### config.mk
export PLATFORM = sky130hd
export DESIGN_NAME = mac_rx_read_ctrl_flat
export DESIGN_NICKNAME = d
export VERILOG_FILES = /design/src/rtl/mac_rx_pkg.sv /design/src/rtl/mac_rx_read_ctrl_if.sv /design/src/rtl/mac_rx_ptr_ctrl.sv /design/src/rtl/mac_rx_read_ctrl.sv /design/src/flat_wrapper.sv
export SDC_FILE = /design/constraint.sdc
export NUM_CORES = 1
export LEC_CHECK = 0
export CORE_ASPECT_RATIO = 1.75
export CORE_MARGIN = 2
export CORE_UTILIZATION = 54
export CTS_CLUSTER_DIAMETER = 60
export DETAILED_ROUTE_END_ITERATION = 7
export PLACE_DENSITY_LB_ADDON = 0.05
export SLEW_MARGIN = 10
export SYNTH_ARGS = -nofsm -noshare
export SYNTH_HDL_FRONTEND = slang
export SYNTH_SLANG_ARGS = --single-unit
### constraint.sdc
create_clock -name mac_clk_i -period 5.1 [get_ports mac_clk_i]
set_clock_uncertainty 0.15 [all_clocks]
set_input_delay 0.765 -clock mac_clk_i [delete_from_list [all_inputs] [get_ports mac_clk_i]]
set_output_delay 0.765 -clock mac_clk_i [all_outputs]
set_load 0.1 [all_outputs]
### src/rtl/mac_rx_pkg.sv
// Shared types for the MAC receive read controller: FSM states, EOP byte-enable
// encodings, descriptor layout and the byte-enable decode helper.
package mac_rx_pkg;

  typedef enum logic [2:0] {
    ST_IDLE = 3'd0,
    ST_REQ  = 3'd1,
    ST_RECV = 3'd2,
    ST_DROP = 3'd3,
    ST_DESC = 3'd4
  } rx_state_t;

  // mac_ben_i encodings: number of valid bytes in the EOP word.
  localparam logic [1:0] BEN_4 = 2'b00;
  localparam logic [1:0] BEN_1 = 2'b01;
  localparam logic [1:0] BEN_2 = 2'b10;
  localparam logic [1:0] BEN_3 = 2'b11;

  localparam int DESC_ADDR_W = 12;
  localparam int DESC_LEN_W  = 16;

  typedef struct packed {
    logic [DESC_ADDR_W-1:0] addr;
    logic [DESC_LEN_W-1:0]  len;
    logic                   err;
  } rx_desc_t;

  function automatic logic [2:0] ben_to_bytes(input logic [1:0] ben);
    case (ben)
      BEN_1:   return 3'd1;
      BEN_2:   return 3'd2;
      BEN_3:   return 3'd3;
      default: return 3'd4;
    endcase
  endfunction

endpackage

### src/rtl/mac_rx_read_ctrl_if.sv
// MAC RX client, buffer write port and descriptor channel of mac_rx_read_ctrl.
// Descriptor handshake: desc_valid_o rises with stable fields and holds them
// until the cycle desc_ready_i is sampled high; the transfer happens on that edge.
interface mac_rx_read_ctrl_if
  import mac_rx_pkg::*;
#(
  parameter int ADDR_W = 12,
  parameter int LEN_W  = 16
) ();
  logic [31:0]       mac_rxd_i;
  logic [1:0]        mac_ben_i;
  logic              mac_rxda_i;
  logic              mac_rxsop_i;
  logic              mac_rxeop_i;
  logic              mac_rxdv_i;
  logic              mac_rxrqrd_o;
  logic [ADDR_W:0]   buf_rd_ptr_i;
  logic              buf_wr_en_o;
  logic [ADDR_W-1:0] buf_wr_addr_o;
  logic [31:0]       buf_wr_data_o;
  logic              desc_valid_o;
  logic              desc_ready_i;
  logic [ADDR_W-1:0] desc_addr_o;
  logic [LEN_W-1:0]  desc_len_o;
  logic              desc_err_o;
  logic [ADDR_W:0]   wr_ptr_o;
  rx_state_t         state_o;

  modport master (
    input  mac_rxd_i, mac_ben_i, mac_rxda_i, mac_rxsop_i, mac_rxeop_i, mac_rxdv_i,
    input  buf_rd_ptr_i, desc_ready_i,
    output mac_rxrqrd_o, buf_wr_en_o, buf_wr_addr_o, buf_wr_data_o,
    output desc_valid_o, desc_addr_o, desc_len_o, desc_err_o, wr_ptr_o, state_o
  );

  modport slave (
    output mac_rxd_i, mac_ben_i, mac_rxda_i, mac_rxsop_i, mac_rxeop_i, mac_rxdv_i,
    output buf_rd_ptr_i, desc_ready_i,
    input  mac_rxrqrd_o, buf_wr_en_o, buf_wr_addr_o, buf_wr_data_o,
    input  desc_valid_o, desc_addr_o, desc_len_o, desc_err_o, wr_ptr_o, state_o
  );
endinterface

### src/rtl/mac_rx_ptr_ctrl.sv
// Working/committed write pointers for the circular RX buffer and the free-space
// figure used for frame admission. Free space is always based on the committed
// pointer so an uncommitted partial frame never hides space from the consumer.
module mac_rx_ptr_ctrl #(
  parameter int ADDR_W = 12
) (
  input  logic              clk,
  input  logic              rst_n,
  input  logic              adv,
  input  logic              rewind,
  input  logic              commit,
  input  logic [ADDR_W:0]   rd_ptr,
  output logic [ADDR_W-1:0] work_addr,
  output logic [ADDR_W:0]   commit_ptr,
  output logic [ADDR_W:0]   free_words
);
  logic [ADDR_W:0] work_ptr;
  logic [ADDR_W:0] used_words;

  // Working pointer follows written words; commit publishes it, rewind discards it.
  always_ff @(posedge clk or negedge rst_n) begin
    if (!rst_n) begin
      work_ptr   <= '0;
      commit_ptr <= '0;
    end else begin
      if (rewind)   work_ptr <= commit_ptr;
      else if (adv) work_ptr <= work_ptr + 1'b1;
      if (commit)   commit_ptr <= work_ptr;
    end
  end

  assign used_words = commit_ptr - rd_ptr;
  assign free_words = {1'b1, {ADDR_W{1'b0}}} - used_words;
  assign work_addr  = work_ptr[ADDR_W-1:0];
endmodule

### src/rtl/mac_rx_read_ctrl.sv
// Requests frames from the tri-mode MAC, writes each received word into the
// circular buffer one cycle later, and emits one descriptor per frame. Frames
// are only admitted when a maximum-size frame fits, so no overflow mid-frame.
module mac_rx_read_ctrl
  import mac_rx_pkg::*;
#(
  parameter int ADDR_W          = 12,
  parameter int MAX_FRAME_WORDS = 380,
  parameter int LEN_W           = 16
) (
  input logic mac_clk_i,
  input logic mac_rst_n_i,
  mac_rx_read_ctrl_if.master bus
);
  localparam logic [ADDR_W:0]  ADMIT_MIN = (ADDR_W+1)'(MAX_FRAME_WORDS);
  localparam logic [LEN_W-1:0] LAST_CNT  = LEN_W'(MAX_FRAME_WORDS - 1);

  rx_state_t         state;
  logic [LEN_W-1:0]  word_cnt;
  logic              rqrd_q;
  logic              wr_en_q;
  logic [ADDR_W-1:0] wr_addr_q;
  logic [31:0]       wr_data_q;
  logic              desc_valid_q;
  logic              desc_err_q;
  logic [ADDR_W-1:0] desc_addr_q;
  logic [LEN_W-1:0]  desc_len_q;
  logic [ADDR_W-1:0] work_addr;
  logic [ADDR_W:0]   wptr_commit;
  logic [ADDR_W:0]   free_words;
  logic              ptr_adv;
  logic              ptr_rewind;
  logic              ptr_commit;
  logic              admit;
  logic [LEN_W-1:0]  eop_len;

  mac_rx_ptr_ctrl #(.ADDR_W(ADDR_W)) u_ptr (
    .clk        (mac_clk_i),
    .rst_n      (mac_rst_n_i),
    .adv        (ptr_adv),
    .rewind     (ptr_rewind),
    .commit     (ptr_commit),
    .rd_ptr     (bus.buf_rd_ptr_i),
    .work_addr  (work_addr),
    .commit_ptr (wptr_commit),
    .free_words (free_words)
  );

  // Pointer strobes: a word advances the working pointer only when it is stored.
  always_comb begin
    ptr_adv    = 1'b0;
    ptr_rewind = (state == ST_IDLE) || (state == ST_DROP);
    ptr_commit = (state == ST_DESC) && bus.desc_ready_i && !desc_err_q;
    case (state)
      ST_REQ:  ptr_adv = bus.mac_rxdv_i && bus.mac_rxsop_i;
      ST_RECV: ptr_adv = bus.mac_rxdv_i && !bus.mac_rxsop_i;
      default: ptr_adv = 1'b0;
    endcase
  end

  assign admit   = bus.mac_rxda_i && (free_words >= ADMIT_MIN) && !desc_valid_q;
  // In REQ the EOP word is the only word; in RECV word_cnt already counts the earlier words.
  assign eop_len = (state == ST_REQ) ? LEN_W'(ben_to_bytes(bus.mac_ben_i))
                 : {word_cnt[LEN_W-3:0], 2'b00} + LEN_W'(ben_to_bytes(bus.mac_ben_i));

  // Frame sequencer: state, request, write pipeline and descriptor registers.
  always_ff @(posedge mac_clk_i or negedge mac_rst_n_i) begin
    if (!mac_rst_n_i) begin
      state        <= ST_IDLE;
      word_cnt     <= '0;
      rqrd_q       <= 1'b0;
      wr_en_q      <= 1'b0;
      wr_addr_q    <= '0;
      wr_data_q    <= '0;
      desc_valid_q <= 1'b0;
      desc_err_q   <= 1'b0;
      desc_addr_q  <= '0;
      desc_len_q   <= '0;
    end else begin
      rqrd_q  <= (state == ST_REQ) || (state == ST_RECV) || (state == ST_DROP);
      wr_en_q <= ptr_adv;
      if (ptr_adv) begin
        wr_addr_q <= work_addr;
        wr_data_q <= bus.mac_rxd_i;
      end
      case (state)
        ST_IDLE: if (admit) state <= ST_REQ;
        ST_REQ: begin
          if (bus.mac_rxdv_i) begin
            if (bus.mac_rxsop_i) begin
              word_cnt    <= LEN_W'(1);
              desc_addr_q <= work_addr;
              if (bus.mac_rxeop_i) begin
                desc_valid_q <= 1'b1;
                desc_err_q   <= 1'b0;
                desc_len_q   <= eop_len;
                state        <= ST_DESC;
              end else begin
                state <= ST_RECV;
              end
            end else if (bus.mac_rxeop_i) begin
              desc_valid_q <= 1'b1;
              desc_err_q   <= 1'b1;
              desc_len_q   <= '0;
              desc_addr_q  <= wptr_commit[ADDR_W-1:0];
              state        <= ST_DESC;
            end else begin
              state <= ST_DROP;
            end
          end else if (!bus.mac_rxda_i) begin
            state <= ST_IDLE;
          end
        end
        ST_RECV: begin
          if (bus.mac_rxdv_i) begin
            if (bus.mac_rxsop_i) begin
              if (bus.mac_rxeop_i) begin
                desc_valid_q <= 1'b1;
                desc_err_q   <= 1'b1;
                desc_len_q   <= '0;
                desc_addr_q  <= wptr_commit[ADDR_W-1:0];
                state        <= ST_DESC;
              end else begin
                state <= ST_DROP;
              end
            end else begin
              word_cnt <= word_cnt + 1'b1;
              if (bus.mac_rxeop_i) begin
                desc_valid_q <= 1'b1;
                desc_err_q   <= 1'b0;
                desc_len_q   <= eop_len;
                state        <= ST_DESC;
              end else if (word_cnt == LAST_CNT) begin
                state <= ST_DROP;
              end
            end
          end
        end
        ST_DROP: begin
          // Error descriptors point at the committed pointer, where the next frame lands.
          if (bus.mac_rxdv_i && bus.mac_rxeop_i) begin
            desc_valid_q <= 1'b1;
            desc_err_q   <= 1'b1;
            desc_len_q   <= '0;
            desc_addr_q  <= wptr_commit[ADDR_W-1:0];
            state        <= ST_DESC;
          end
        end
        ST_DESC: begin
          if (bus.desc_ready_i) begin
            desc_valid_q <= 1'b0;
            state        <= ST_IDLE;
          end
        end
        default: state <= ST_IDLE;
      endcase
    end
  end

  assign bus.mac_rxrqrd_o  = rqrd_q;
  assign bus.buf_wr_en_o   = wr_en_q;
  assign bus.buf_wr_addr_o = wr_addr_q;
  assign bus.buf_wr_data_o = wr_data_q;
  assign bus.desc_valid_o  = desc_valid_q;
  assign bus.desc_addr_o   = desc_addr_q;
  assign bus.desc_len_o    = desc_len_q;
  assign bus.desc_err_o    = desc_err_q;
  assign bus.wr_ptr_o      = wptr_commit;
  assign bus.state_o       = state;
endmodule

### src/flat_wrapper.sv
// flat-port wrapper written by rule: the top's interface ports become plain ports
module mac_rx_read_ctrl_flat import mac_rx_pkg::*;
#(
  parameter int ADDR_W          = 12,
  parameter int MAX_FRAME_WORDS = 380,
  parameter int LEN_W           = 16
)
  (mac_clk_i, mac_rst_n_i, bus_mac_rxd_i, bus_mac_ben_i, bus_mac_rxda_i, bus_mac_rxsop_i, bus_mac_rxeop_i, bus_mac_rxdv_i, bus_buf_rd_ptr_i, bus_desc_ready_i, bus_mac_rxrqrd_o, bus_buf_wr_en_o, bus_buf_wr_addr_o, bus_buf_wr_data_o, bus_desc_valid_o, bus_desc_addr_o, bus_desc_len_o, bus_desc_err_o, bus_wr_ptr_o, bus_state_o);
  mac_rx_read_ctrl_if #(.ADDR_W(ADDR_W), .LEN_W(LEN_W)) bus_i ();
  input logic mac_clk_i;
  input logic mac_rst_n_i;
  input wire logic [$bits(bus_i.mac_rxd_i)-1:0] bus_mac_rxd_i;
  input wire logic [$bits(bus_i.mac_ben_i)-1:0] bus_mac_ben_i;
  input wire logic [$bits(bus_i.mac_rxda_i)-1:0] bus_mac_rxda_i;
  input wire logic [$bits(bus_i.mac_rxsop_i)-1:0] bus_mac_rxsop_i;
  input wire logic [$bits(bus_i.mac_rxeop_i)-1:0] bus_mac_rxeop_i;
  input wire logic [$bits(bus_i.mac_rxdv_i)-1:0] bus_mac_rxdv_i;
  input wire logic [$bits(bus_i.buf_rd_ptr_i)-1:0] bus_buf_rd_ptr_i;
  input wire logic [$bits(bus_i.desc_ready_i)-1:0] bus_desc_ready_i;
  output wire logic [$bits(bus_i.mac_rxrqrd_o)-1:0] bus_mac_rxrqrd_o;
  output wire logic [$bits(bus_i.buf_wr_en_o)-1:0] bus_buf_wr_en_o;
  output wire logic [$bits(bus_i.buf_wr_addr_o)-1:0] bus_buf_wr_addr_o;
  output wire logic [$bits(bus_i.buf_wr_data_o)-1:0] bus_buf_wr_data_o;
  output wire logic [$bits(bus_i.desc_valid_o)-1:0] bus_desc_valid_o;
  output wire logic [$bits(bus_i.desc_addr_o)-1:0] bus_desc_addr_o;
  output wire logic [$bits(bus_i.desc_len_o)-1:0] bus_desc_len_o;
  output wire logic [$bits(bus_i.desc_err_o)-1:0] bus_desc_err_o;
  output wire logic [$bits(bus_i.wr_ptr_o)-1:0] bus_wr_ptr_o;
  output wire logic [$bits(bus_i.state_o)-1:0] bus_state_o;
  assign bus_i.mac_rxd_i = bus_mac_rxd_i;
  assign bus_i.mac_ben_i = bus_mac_ben_i;
  assign bus_i.mac_rxda_i = bus_mac_rxda_i;
  assign bus_i.mac_rxsop_i = bus_mac_rxsop_i;
  assign bus_i.mac_rxeop_i = bus_mac_rxeop_i;
  assign bus_i.mac_rxdv_i = bus_mac_rxdv_i;
  assign bus_i.buf_rd_ptr_i = bus_buf_rd_ptr_i;
  assign bus_i.desc_ready_i = bus_desc_ready_i;
  assign bus_mac_rxrqrd_o = bus_i.mac_rxrqrd_o;
  assign bus_buf_wr_en_o = bus_i.buf_wr_en_o;
  assign bus_buf_wr_addr_o = bus_i.buf_wr_addr_o;
  assign bus_buf_wr_data_o = bus_i.buf_wr_data_o;
  assign bus_desc_valid_o = bus_i.desc_valid_o;
  assign bus_desc_addr_o = bus_i.desc_addr_o;
  assign bus_desc_len_o = bus_i.desc_len_o;
  assign bus_desc_err_o = bus_i.desc_err_o;
  assign bus_wr_ptr_o = bus_i.wr_ptr_o;
  assign bus_state_o = bus_i.state_o;
  mac_rx_read_ctrl #(.ADDR_W(ADDR_W), .MAX_FRAME_WORDS(MAX_FRAME_WORDS), .LEN_W(LEN_W)) u_core (.mac_clk_i(mac_clk_i), .mac_rst_n_i(mac_rst_n_i), .bus(bus_i));
endmodule
==> results of run 1 <==
-- flip-flops by register name, summed over array words and instances (netlist names), named ones only --
name	count
u_core.bus.buf_wr_addr_o	12
u_core.bus.buf_wr_data_o	32
u_core.bus.buf_wr_en_o	1
u_core.bus.desc_addr_o	12
u_core.bus.desc_len_o	16
u_core.bus.desc_valid_o	1
u_core.bus.mac_rxrqrd_o	1
u_core.bus.state_o	3
u_core.u_ptr.commit_ptr	13
u_core.u_ptr.work_ptr	13
u_core.word_cnt	16
-- stage by stage --
| step | cell area [um2] | cells |
|---|---|---|
| finish | 8420 | 963 |
| global route | 8420 | 963 |
| CTS | 8420 | 963 |
| detailed placement | 7720 | 931 |
| global placement | 7720 | 931 |
| floorplan | 6220 | 685 |
-- metal layers --
layer | track usage | up-vias
li1 | - | 2595
met1 | 0.310 | 2680
met2 | 0.524 | 245
met3 | 0.0539 | 64
met4 | 0.165 | 0
met5 | 0 | -
-- kinds of logic after synthesis --
kind of cell,after synthesis
buf+inv,60
mux,13
fa+ha+maj,29
xor+xnor,38
flops,121
compound gates,114
simple gates,310
-- worst reg2reg max path: stages (launching register included) --
cell,delay (ns)
dfrtp_1,0.70
nor3b_2,0.42
ha_1,0.29
or3_2,0.46
buf_4,0.30
inv_2,0.12
buf_4,0.44
nand4_1,0.19
xor2_1,0.16
o21ai_0,0.09
-- report_power, final --
group	internal, mW	total (mW)	leakage (nW)	switching (mW)
sequential	1.21	1.46	1.63	0.251
clock	0.994	1.43	0.338	0.434
combinational	0.698	2.87	1.83	2.17
-- path summary, 6_finish.rpt --
path	start	end
max reg2reg	u_core.bus.state_o[1]	u_core.u_ptr.work_ptr[7]
min in group asynchronous	mac_rst_n_i	u_core.word_cnt[7]
min reg2reg	u_core.bus.buf_wr_data_o[12]	u_core.bus.buf_wr_data_o[12]
max in group asynchronous	mac_rst_n_i	u_core.bus.buf_wr_data_o[25]
min	u_core.bus.buf_wr_data_o[12]	u_core.bus.buf_wr_data_o[12]
max	bus_mac_rxsop_i	u_core.u_ptr.work_ptr[7]
-- final cells by class --
| class | instances | area share |
|---|---|---|
| repair buffers | 150 | 0.176 |
| multi-input cells | 504 | 0.351 |
| well taps | 132 | 0.0196 |
| clock inverters | 11 | 0.0285 |
| clock buffers | 21 | 0.0547 |
| inverters | 24 | 0.0107 |
| flip-flops and latches | 121 | 0.359 |
-- layout by cell type (no fill, tap or decap), types with 3 or more instances in the layout --
master           Yosys  routed
a221o_1              3       3
xor2_1              18      18
nor3b_1              3       3
o21ai_0             54      54
nand2_1            195     195
a21oi_1             15      15
nand2b_1             3       3
buf_4                2       6
nor3_1               9       9
a211oi_1             3       3
ha_1                28      28
inv_1               22      22
nor2_1              36      36
dfrtp_1            121     121
a21o_1               5       5
mux2_2              13      13
clkbuf_16            0      17
or3_1                5       4
a31oi_1              3       3
and3_1               8       8
nand3b_1             3       3
a22oi_1             14      14
nor2b_1              6       5
bufinv_16            0       7
nand3_1             19      19
and4_1               3       3
o221ai_1             3       3
clkdlybuf4s50_1      0     144
xnor2_1             19      19
nor4_1               9       9
==> results.md, run 1 <==
- Initial antenna violation count: 0
- CP Buf/Inv Count: 5
- Synth Instances: 685
- Clock transition at path regs: 0.06 ns
- Register area: 3030 um2
- M1 wire length: 5890 um
- Setup crit start kind: input port
- Max_cap viols: 0
- Avg Inst Size Synth: 9.08 um2
- CTS tree: built
- Hold Slack: 0.320 ns
- Dpl ws: 1.09 ns
- Die width: 85.1 um
- Number of flops mapped to enable cells by yosys: 0
- Htree depth: 4
- Hold Path Class: reg -> reg
- Synth top area share: 0.487
- Library cells used by synthesis: 55
- WP data arrival: 3.68 ns
- Share of layout cells above drive strength 1: 0.0674
- Fillers: 809
- Syn. warnings: 0
- # port buffers: 145
- DR top layer: met4
- First-pass DRT Iterations: 5
- Power Dens Cells: 684 nW/um2
- Slowest-stage cell, CP: clkdlybuf4s50_1
- Vias per inst: 5.80
- Number of routed nets with antenna violations: 0
- Std cell rows: 51
- Most frequent CP cell: buf_4
- Routed WL per cell: 18.1 um
- Largest family of logic cells by synthesized area: simple AND/OR/NAND/NOR gates
- Static leakage: 3.79 nW
- RSZ-0062 raised after global routing: no
- Final hold vios: 0
- Die height: 146 um
- CTS buffer count: 17
- Setup bufs post-CTS: 0
- Area contributors post-synth: dfrtp_1 49%, nand2_1 12%, ha_1 5.6%
- Synthesized area: 6220 um2
- Multiplexer share of the synthesized area: 0.0235
- Number of cells on the critical path: 10
- Met3 wire length: 958 um
- Register area share after synthesis: 0.487
- Deepest clock path buffer count: 2
- Largest net degree at the start of global routing: 83
- DRT Wirelength: 17,400 um
- CTS resizes: 0
- #FFs+latches synth: 121
- Post-synthesis compound-gate area fraction: 0.114
- Post-synthesis simple-gate area fraction: 0.221
- Final nets: 901
- Worst Path Class, Setup: in -> reg
- Final Critical Period: 3.57 ns
- Post-DP HPWL: 12,300 um
- GP Congestion: 0.927
- Final slew viol count: 0
- Global-route wire length before repair: 28,700 um
- Root Driver: clkbuf_16
- Final Setup Violations: 0
- Ant diodes: 0
- Hold-fix buffers, CTS: 0
- CP delay by family, top: buffers and inverters
- WL met2: 9680 um
- Core ar.: 11,200 um2
- Footprint of the multi-input gates: 2950 um2
- Clock latency on the worst-skew pair: 0.41 ns
- Synth-to-layout area growth: 35.4%
- Hold Path Depth: 2
- Total power: 5.76 mW
- Setup TNS Final: 0 ns
- Required @ worst endpoint: 5.21 ns
- VDD IR max: 576 uV
- Max-slew headroom: 0.300
- Die footprint: 12,400 um2
- Least-Margin Pin Slew: 1.05 ns
- Largest stage delay, worst path: 0.54 ns
- Max Freq: 0.280 GHz
- GR Overflow Total: 0
- Residual DRC: 0
- Vias in the first global route: 5,698
- Initial Utilization: 0.557
- Xor/xnor share of the synthesized area: 0.0557
- Initial DRC count: 298
- Async set or reset register ratio after synthesis: 1.00
- IO Count: 146
- GRT Util Overall: 0.291
- Post-synthesis adder-cell area fraction: 0.0595
- Vias: 5,584
- Synth area leader: dfrtp_1
- CP Cell Sequence: clkdlybuf4s50_1 > clkinv_1 > ha_1 > or3_2 > buf_4 > inv_2 > buf_4 > nand4_1 > xor2_1 > o21ai_0
- Final Util: 0.754
- Peak fanout along the critical path: 53
- Most instantiated cells after synthesis: 195 x nand2_1, 121 x dfrtp_1, 54 x o21ai_0
- Flop-to-flop setup slack: 1.63 ns
- Primary FF master, synth: dfrtp_1
- Status: completed
- Clk sinks: 121
- Synth Net Count: 768
- FF-to-FF path depth: 9
- Part of the cycle the worst path needs: 0.700
- Critical path capture point type: register
- Most frequent cell after synthesis: nand2_1
- Min setup slack post-route: 1.53 ns
Note: power is estimated with default switching activity, not from simulation.
==> inputs of run 2 (changes only) <==
--- a/config.mk
+++ b/config.mk
@@ -7,7 +7,7 @@
 export LEC_CHECK = 0
 export CORE_ASPECT_RATIO = 1.75
 export CORE_MARGIN = 2
-export CORE_UTILIZATION = 54
+export CORE_UTILIZATION = 50
 export CTS_CLUSTER_DIAMETER = 60
 export DETAILED_ROUTE_END_ITERATION = 7
 export PLACE_DENSITY_LB_ADDON = 0.05
==> constraint.sdc (replaced) <==
create_clock -name mac_clk_i -period 3.4 [get_ports mac_clk_i]
set_clock_uncertainty 0.15 [all_clocks]
set_input_delay 0.51 -clock mac_clk_i [delete_from_list [all_inputs] [get_ports mac_clk_i]]
set_output_delay 0.51 -clock mac_clk_i [all_outputs]
set_load 0.1 [all_outputs]
==> run 2 against run 1 <==
The flow now finishes with violations (hold timing). Non-clock buffer count rose by 13. Sequential cell count did not move. First-iteration DRC count fell by 18%. Combinational power rose by 51%. Global-route usage fell by 2.3 points. Hold slack got worse by 0.32 ns. Critical path depth fell by 1. Via count fell by 0.59%. Register-to-register slack got worse by 1.4 ns. Critical path type is now reg -> reg. Largest cell class unchanged. Largest power group unchanged.
==> results.md, run 2 (synthesis results as in run 1) <==
- Status: complete, but fails checks (was completed)
- Failing checks: hold timing
- Most common cell after layout, fill and taps aside: nand2_1 (unchanged)
- Hold Slack: -0.00337 ns (was 0.320 ns)
- Register area: 3030 um2 (unchanged)
- Synth-to-layout area growth: 33.7% (was 35.4%)
- GP Congestion: 0.910 (was 0.927)
- Setup bufs post-CTS: 0 (unchanged)
- Most frequent cells in the layout: 195 x nand2_1, 121 x dfrtp_1, 85 x clkdlybuf4s50_1, 76 x buf_4, 54 x o21ai_0 (was 195 x nand2_1, 144 x clkdlybuf4s50_1, 121 x dfrtp_1, 54 x o21ai_0, 36 x nor2_1)
- Most frequent CP cell: ha_1 (was buf_4)
- Max_cap viols: 0 (unchanged)
- Part of the cycle the worst path needs: 0.930
- Largest stage delay, worst path: 0.51 ns (was 0.54 ns)
- Share of layout cells above drive strength 1: 0.153 (was 0.0674)
- Initial Utilization: 0.515 (was 0.557)
- CTS tree: built (unchanged)
- Fillers: 980 (was 809)
- Vias: 5,551 (was 5,584)
- Least-Margin Pin Slew: 1.02 ns (was 1.05 ns)
- Final hold vios: 2 (was 0)
- Final slew viol count: 0 (unchanged)
- Root Driver: clkbuf_16 (unchanged)
- Setup crit start kind: register (was input port)
- Clk sinks: 121 (unchanged)
- Routed WL per cell: 17.1 um (was 18.1 um)
- Largest net degree at the start of global routing: 59 (was 83)
- FF-to-FF path depth: 9 (unchanged)
- Global-route wire length before repair: 27,500 um (was 28,700 um)
- First-pass DRT Iterations: 5 (unchanged)
- Setup TNS Final: 0 ns (unchanged)
- Power Dens Cells: 988 nW/um2 (was 684 nW/um2)
- Final nets: 914 (was 901)
- Critical path capture point type: register (unchanged)
- Std cell rows: 53 (was 51)
- Post-DP HPWL: 12,800 um (was 12,300 um)
- Required @ worst endpoint: 3.57 ns (was 5.21 ns)
- Hold-fix buffers, CTS: 0 (unchanged)
- Max-slew headroom: 0.320 (was 0.300)
- Die width: 88.3 um (was 85.1 um)
- Slowest-stage cell, CP: a2111oi_0 (was clkdlybuf4s50_1)
- RSZ-0062 raised after global routing: no (unchanged)
- Number of routed nets with antenna violations: 0 (unchanged)
- Ant diodes: 0 (unchanged)
- Flop-to-flop setup slack: 0.24 ns (was 1.63 ns)
- GR Overflow Total: 0 (unchanged)
- Die height: 152 um (was 146 um)
- Total power: 8.22 mW (was 5.76 mW)
- VDD IR max: 751 uV (was 576 uV)
- WP data arrival: 3.34 ns (was 3.68 ns)
- Core ar.: 12,100 um2 (was 11,200 um2)
- Worst Path Class, Setup: reg -> reg (was in -> reg)
- Footprint of the multi-input gates: 2950 um2 (about the same)
- Residual DRC: 0 (unchanged)
- # port buffers: 145 (unchanged)
- Static leakage: 3.90 nW (was 3.79 nW)
- IO Count: 146 (unchanged)
- GRT Util Overall: 0.268 (was 0.291)
- Max reg flops: 32 (unchanged)
- DRT Wirelength: 17,300 um (was 17,400 um)
- Final Critical Period: 3.16 ns
- Die footprint: 13,400 um2 (was 12,400 um2)
- Max Freq: 0.316 GHz
- Placed Instances: 977 (was 931)
- Initial DRC count: 243 (was 298)
- Peak fanout along the critical path: 5 (was 53)
- Hold Path Class: in -> async (was reg -> reg)
- CTS resizes: 0 (unchanged)
- Reg-to-Reg End: u_core.bus.state_o[0] (was u_core.u_ptr.work_ptr[7])
- CTS buffer count: 17 (unchanged)
- Clock transition at path regs: 0.06 ns (about the same)
- Vias per inst: 5.50 (was 5.80)
- Deepest clock path buffer count: 2 (unchanged)
- CP Cell Sequence: inv_1 > ha_1 > ha_1 > a21o_1 > a211oi_1 > o21ai_0 > a2111oi_0 > nor3_1 > a41oi_1 (was clkdlybuf4s50_1 > clkinv_1 > ha_1 > or3_2 > buf_4 > inv_2 > buf_4 > nand4_1 > xor2_1 > o21ai_0)
- Clock latency on the worst-skew pair: 0.42 ns (was 0.41 ns)
- Htree depth: 4 (unchanged)
- Initial antenna violation count: 0 (unchanged)
- Vias in the first global route: 5,457 (was 5,698)
- RR Startpoint: u_core.u_ptr.commit_ptr[5] (was u_core.bus.state_o[1])
- Finished Layout Cells: 1,009 (was 963)
- Final Setup Violations: 0 (unchanged)
run 2: changes by cell type in the layout (fill, tap and decap cells not counted):
cell             before  now
clkdlybuf4s50_1     144   85
nor2b_2               1    0
clkbuf_8              2    1
inv_6                 1    6
inv_8                 0    1
bufinv_16             7    1
nor2b_1               5    6
buf_12                0    2
buf_4                 6   76
clkinvlp_4            1    4
clkbuf_1              2    0
run 2: how the worst max path moves through the flow:
stage / startpoint / end / slack [ns]
5_1_grt: u_core.u_ptr.commit_ptr[5] / u_core.bus.state_o[0] / 0.1
3_5_place_dp: bus_buf_rd_ptr_i[5] / u_core.bus.state_o[0] / -0.04
4_1_cts: u_core.u_ptr.commit_ptr[5] / u_core.bus.state_o[0] / 0.35
2_1_floorplan: u_core.u_ptr.commit_ptr[4] / u_core.bus.state_o[0] / 0.03
6_report: u_core.u_ptr.commit_ptr[5] / u_core.bus.state_o[0] / 0.24
3_3_place_gp: bus_buf_rd_ptr_i[3] / u_core.bus.state_o[0] / 0.11
run 2: layout make-up:
cell class                 instances  share of cell area
inverter                          24              0.0108
clock buffer                      18              0.0528
tap                              165              0.0248
multi-input combinational        504               0.355
clock inverter                    14              0.0166
timing repair buffer             163               0.176
sequential                       121               0.364
run 2: per-stage QoR:
stage          setup slack (ns)  area, um2   util
6_report                  0.236       8310  0.689
5_1_grt                  0.0983       8310  0.689
4_1_cts                   0.345       8310  0.689
3_5_place_dp            -0.0422       7740  0.641
3_3_place_gp              0.109       7740  0.641
2_1_floorplan            0.0259       6220      -
run 2: report_power, final:
group / total [mW] / switching [mW] / internal [mW]
clock network: 1.74 / 0.702 / 1.04
logic: 4.32 / 3.30 / 1.01
registers: 2.16 / 0.341 / 1.82
total: 8.22 / 4.35 / 3.87
run 2: critical path: cells and delay by family, from the launching register on:
kind            cells  cell delay, ns
compound gates      5            1.58
buf+inv             1            0.11
flops               1            0.44
fa+ha+maj           2            0.67
simple gates        1            0.13
run 2: per-layer routing:
| metal | global-route usage | vias up | share of wire |
|---|---|---|---|
| li1 | - | 2617 | - |
| met1 | 0.283 | 2673 | 0.35 |
| met2 | 0.500 | 211 | 0.56 |
| met3 | 0.0531 | 50 | 0.044 |
| met4 | 0.119 | 0 | 0.037 |
| met5 | 0 | - | 0 |
==> inputs of run 3 (changes only) <==
--- a/config.mk
+++ b/config.mk
@@ -7,9 +7,10 @@
 export LEC_CHECK = 0
 export CORE_ASPECT_RATIO = 1.75
 export CORE_MARGIN = 2
-export CORE_UTILIZATION = 50
+export CORE_UTILIZATION = 46
 export CTS_CLUSTER_DIAMETER = 60
 export DETAILED_ROUTE_END_ITERATION = 7
+export GPL_TIMING_DRIVEN = 1
 export PLACE_DENSITY_LB_ADDON = 0.05
 export SLEW_MARGIN = 10
 export SYNTH_ARGS = -nofsm -noshare
==> constraint.sdc (replaced) <==
create_clock -name mac_clk_i -period 2.6 [get_ports mac_clk_i]
set_clock_uncertainty 0.15 [all_clocks]
set_input_delay 0.39 -clock mac_clk_i [delete_from_list [all_inputs] [get_ports mac_clk_i]]
set_output_delay 0.39 -clock mac_clk_i [all_outputs]
set_load 0.1 [all_outputs]
==> run 3 against run 2 <==
The run now ends clean. Sequential cell count stayed put. Combinational power is 38% higher. Setup slack got worse by 0.21 ns. Final area up 5.7%. Via count grew 1.9%. Global-route usage fell by 1.5 points. Largest power group unchanged. Highest routed layer unchanged.
==> results.md, run 3 (synthesis results as in run 1) <==
- Status: completed (was complete, but fails checks)
- Most frequent CP cell: ha_4 (was ha_1)
- IO Count: 146 (unchanged)
- Initial antenna violation count: 0 (unchanged)
- Initial Utilization: 0.467 (was 0.515)
- Peak fanout along the critical path: 4 (was 5)
- Least-Margin Pin Slew: 0.515 ns (was 1.02 ns)
- RR Startpoint: u_core.u_ptr.commit_ptr[5] (unchanged)
- Setup TNS Final: 0 ns (unchanged)
- Most common cell after layout, fill and taps aside: nand2_1 (unchanged)
- RSZ-0062 raised after global routing: yes (was no)
- HP Start: u_core.bus.buf_wr_data_o[17]
- Max reg flops: 32 (unchanged)
- Number of routed nets with antenna violations: 0 (unchanged)
- First-pass DRT Iterations: 4 (was 5)
- Hold Path Class: reg -> reg (was in -> async)
- Clock transition at path regs: 0.06 ns (about the same)
- Total power: 11.3 mW (was 8.22 mW)
- Largest net degree at the start of global routing: 73 (was 59)
- GP Congestion: 0.884 (was 0.910)
- GRT Util Overall: 0.253 (was 0.268)
- Required @ worst endpoint: 2.76 ns (was 3.57 ns)
- Final hold vios: 0 (was 2)
- Part of the cycle the worst path needs: 0.989 (was 0.930)
- Final slew viol count: 0 (unchanged)
- Share of layout cells above drive strength 1: 0.273 (was 0.153)
- Root Driver: clkbuf_16 (unchanged)
- Residual DRC: 0 (unchanged)
- # port buffers: 145 (unchanged)
- GR Overflow Total: 0 (unchanged)
- DRT Wirelength: 17,700 um (was 17,300 um)
- Largest stage delay, worst path: 0.47 ns (was 0.51 ns)
- Deepest clock path buffer count: 2 (unchanged)
- Hold Slack: 0.324 ns (was -0.00337 ns)
- CP Cell Sequence: inv_1 > ha_4 > ha_4 > a21o_1 > a211oi_2 > o21ai_2 > a2111oi_2 > nor3_2 > a41oi_2 (was inv_1 > ha_1 > ha_1 > a21o_1 > a211oi_1 > o21ai_0 > a2111oi_0 > nor3_1 > a41oi_1)
- Power Dens Cells: 1280 nW/um2 (was 988 nW/um2)
- Vias: 5,654 (was 5,551)
- Final Setup Violations: 0 (unchanged)
- CTS buffer count: 17 (unchanged)
- CTS tree: built (unchanged)
- Global-route wire length before repair: 28,700 um (was 27,500 um)
- Most frequent cells in the layout: 195 x nand2_1, 142 x buf_4, 106 x dfrtp_1, 52 x o21ai_0, 52 x clkdlybuf4s50_1 (was 195 x nand2_1, 121 x dfrtp_1, 85 x clkdlybuf4s50_1, 76 x buf_4, 54 x o21ai_0)
- Setup crit start kind: register (unchanged)
- Htree depth: 4 (unchanged)
- Max Freq: 0.389 GHz (was 0.316 GHz)
- Die footprint: 14,500 um2 (was 13,400 um2)
- VDD IR max: 795 uV (was 751 uV)
- Final nets: 948 (was 914)
- Clk sinks: 121 (unchanged)
- Ant diodes: 0 (unchanged)
- Post-DP HPWL: 13,400 um (was 12,800 um)
- Vias in the first global route: 5,776 (was 5,457)
- Final Util: 0.660 (was 0.689)
- Max-slew headroom: 0.657 (was 0.320)
- WP data arrival: 2.74 ns (was 3.34 ns)
- Routed WL per cell: 16.8 um (was 17.1 um)
- Max_cap viols: 0 (unchanged)
- Synth-to-layout area growth: 41.4% (was 33.7%)
- Critical path capture point type: register (unchanged)
- Core ar.: 13,300 um2 (was 12,100 um2)
- Vias per inst: 5.37 (was 5.50)
- Die width: 91.9 um (was 88.3 um)
- Crit path launch: u_core.u_ptr.commit_ptr[5] (unchanged)
- Static leakage: 4.13 nW (was 3.90 nW)
- Final Critical Period: 2.57 ns (was 3.16 ns)
- Slowest-stage cell, CP: dfrtp_4 (was a2111oi_0)
- Worst Path Class, Setup: reg -> reg (unchanged)
- Clock latency on the worst-skew pair: 0.41 ns (was 0.42 ns)
- Initial DRC count: 296 (was 243)
- Die height: 158 um (was 152 um)
- Std cell rows: 56 (was 53)
-- run 3: final cells by class --
cell class                 instances  area [um2]
multi-input combinational        504        3160
sequential                       121        3060
clock inverter                    14         188
tap                              174         218
fill                            1104        4520
timing repair buffer             197        1640
clock buffer                      18         429
inverter                          24        95.1
-- run 3: final timing paths --
path	endpoint	slack, ns	cells after the start
worst min-delay path	u_core.bus.buf_wr_data_o[17]	0.32	2
min in group asynchronous	u_core.word_cnt[7]	0.35	2
worst max-delay path	u_core.bus.state_o[0]	0.03	9
worst max register to register	u_core.bus.state_o[0]	0.03	9
worst min register to register	u_core.bus.buf_wr_data_o[17]	0.32	2
max in group asynchronous	u_core.u_ptr.commit_ptr[1]	1.15	3
-- run 3: worst max-delay path, delay by kind of cell (launching register included) --
family | cells | cell delay, ns
buffers and inverters | 1 | 0.13
and+or+nand+nor | 1 | 0.08
DFF | 1 | 0.47
AOI/OAI and AO/OA | 5 | 1.18
adders and majority gates | 2 | 0.47
-- run 3: what timing repair did --
| item | in CTS | in global routing |
|---|---|---|
| pin swaps | 6 | 12 |
| buffers inserted | 0 | 1 |
| gates resized for setup | 7 | 16 |
| endpoints found under the hold margin | 34 | 0 |
| hold buffers | 1 | 0 |
| gates cloned | 0 | 0 |
| setup endpoints to repair | 1 | 6 |
-- run 3: routing by layer --
layer | wire length, um | GRT usage | share of wire
met2 | 9790 | 0.469 | 0.55
met1 | 6410 | 0.264 | 0.36
met4 | 795 | 0.141 | 0.045
met5 | 0 | 0 | 0
met3 | 693 | 0.0519 | 0.039
-- run 3: per-stage QoR --
step / std cells / setup WS [ns] / cell area, um2
CTS: 1051 / 0.000933 / 8690
global route: 1052 / -0.0518 / 8790
global placement: 1018 / -0.276 / 8040
finish: 1052 / 0.0275 / 8790
detailed placement: 1018 / -0.341 / 8040
floorplan: 685 / -0.0337 / 6380
-- run 3: report_power, final --
part | switching, mW | total [mW] | internal (mW)
combinational | 4.48 | 5.98 | 1.50
sequential | 0.440 | 2.83 | 2.39
clock | 0.917 | 2.45 | 1.53
total | 5.83 | 11.3 | 5.43
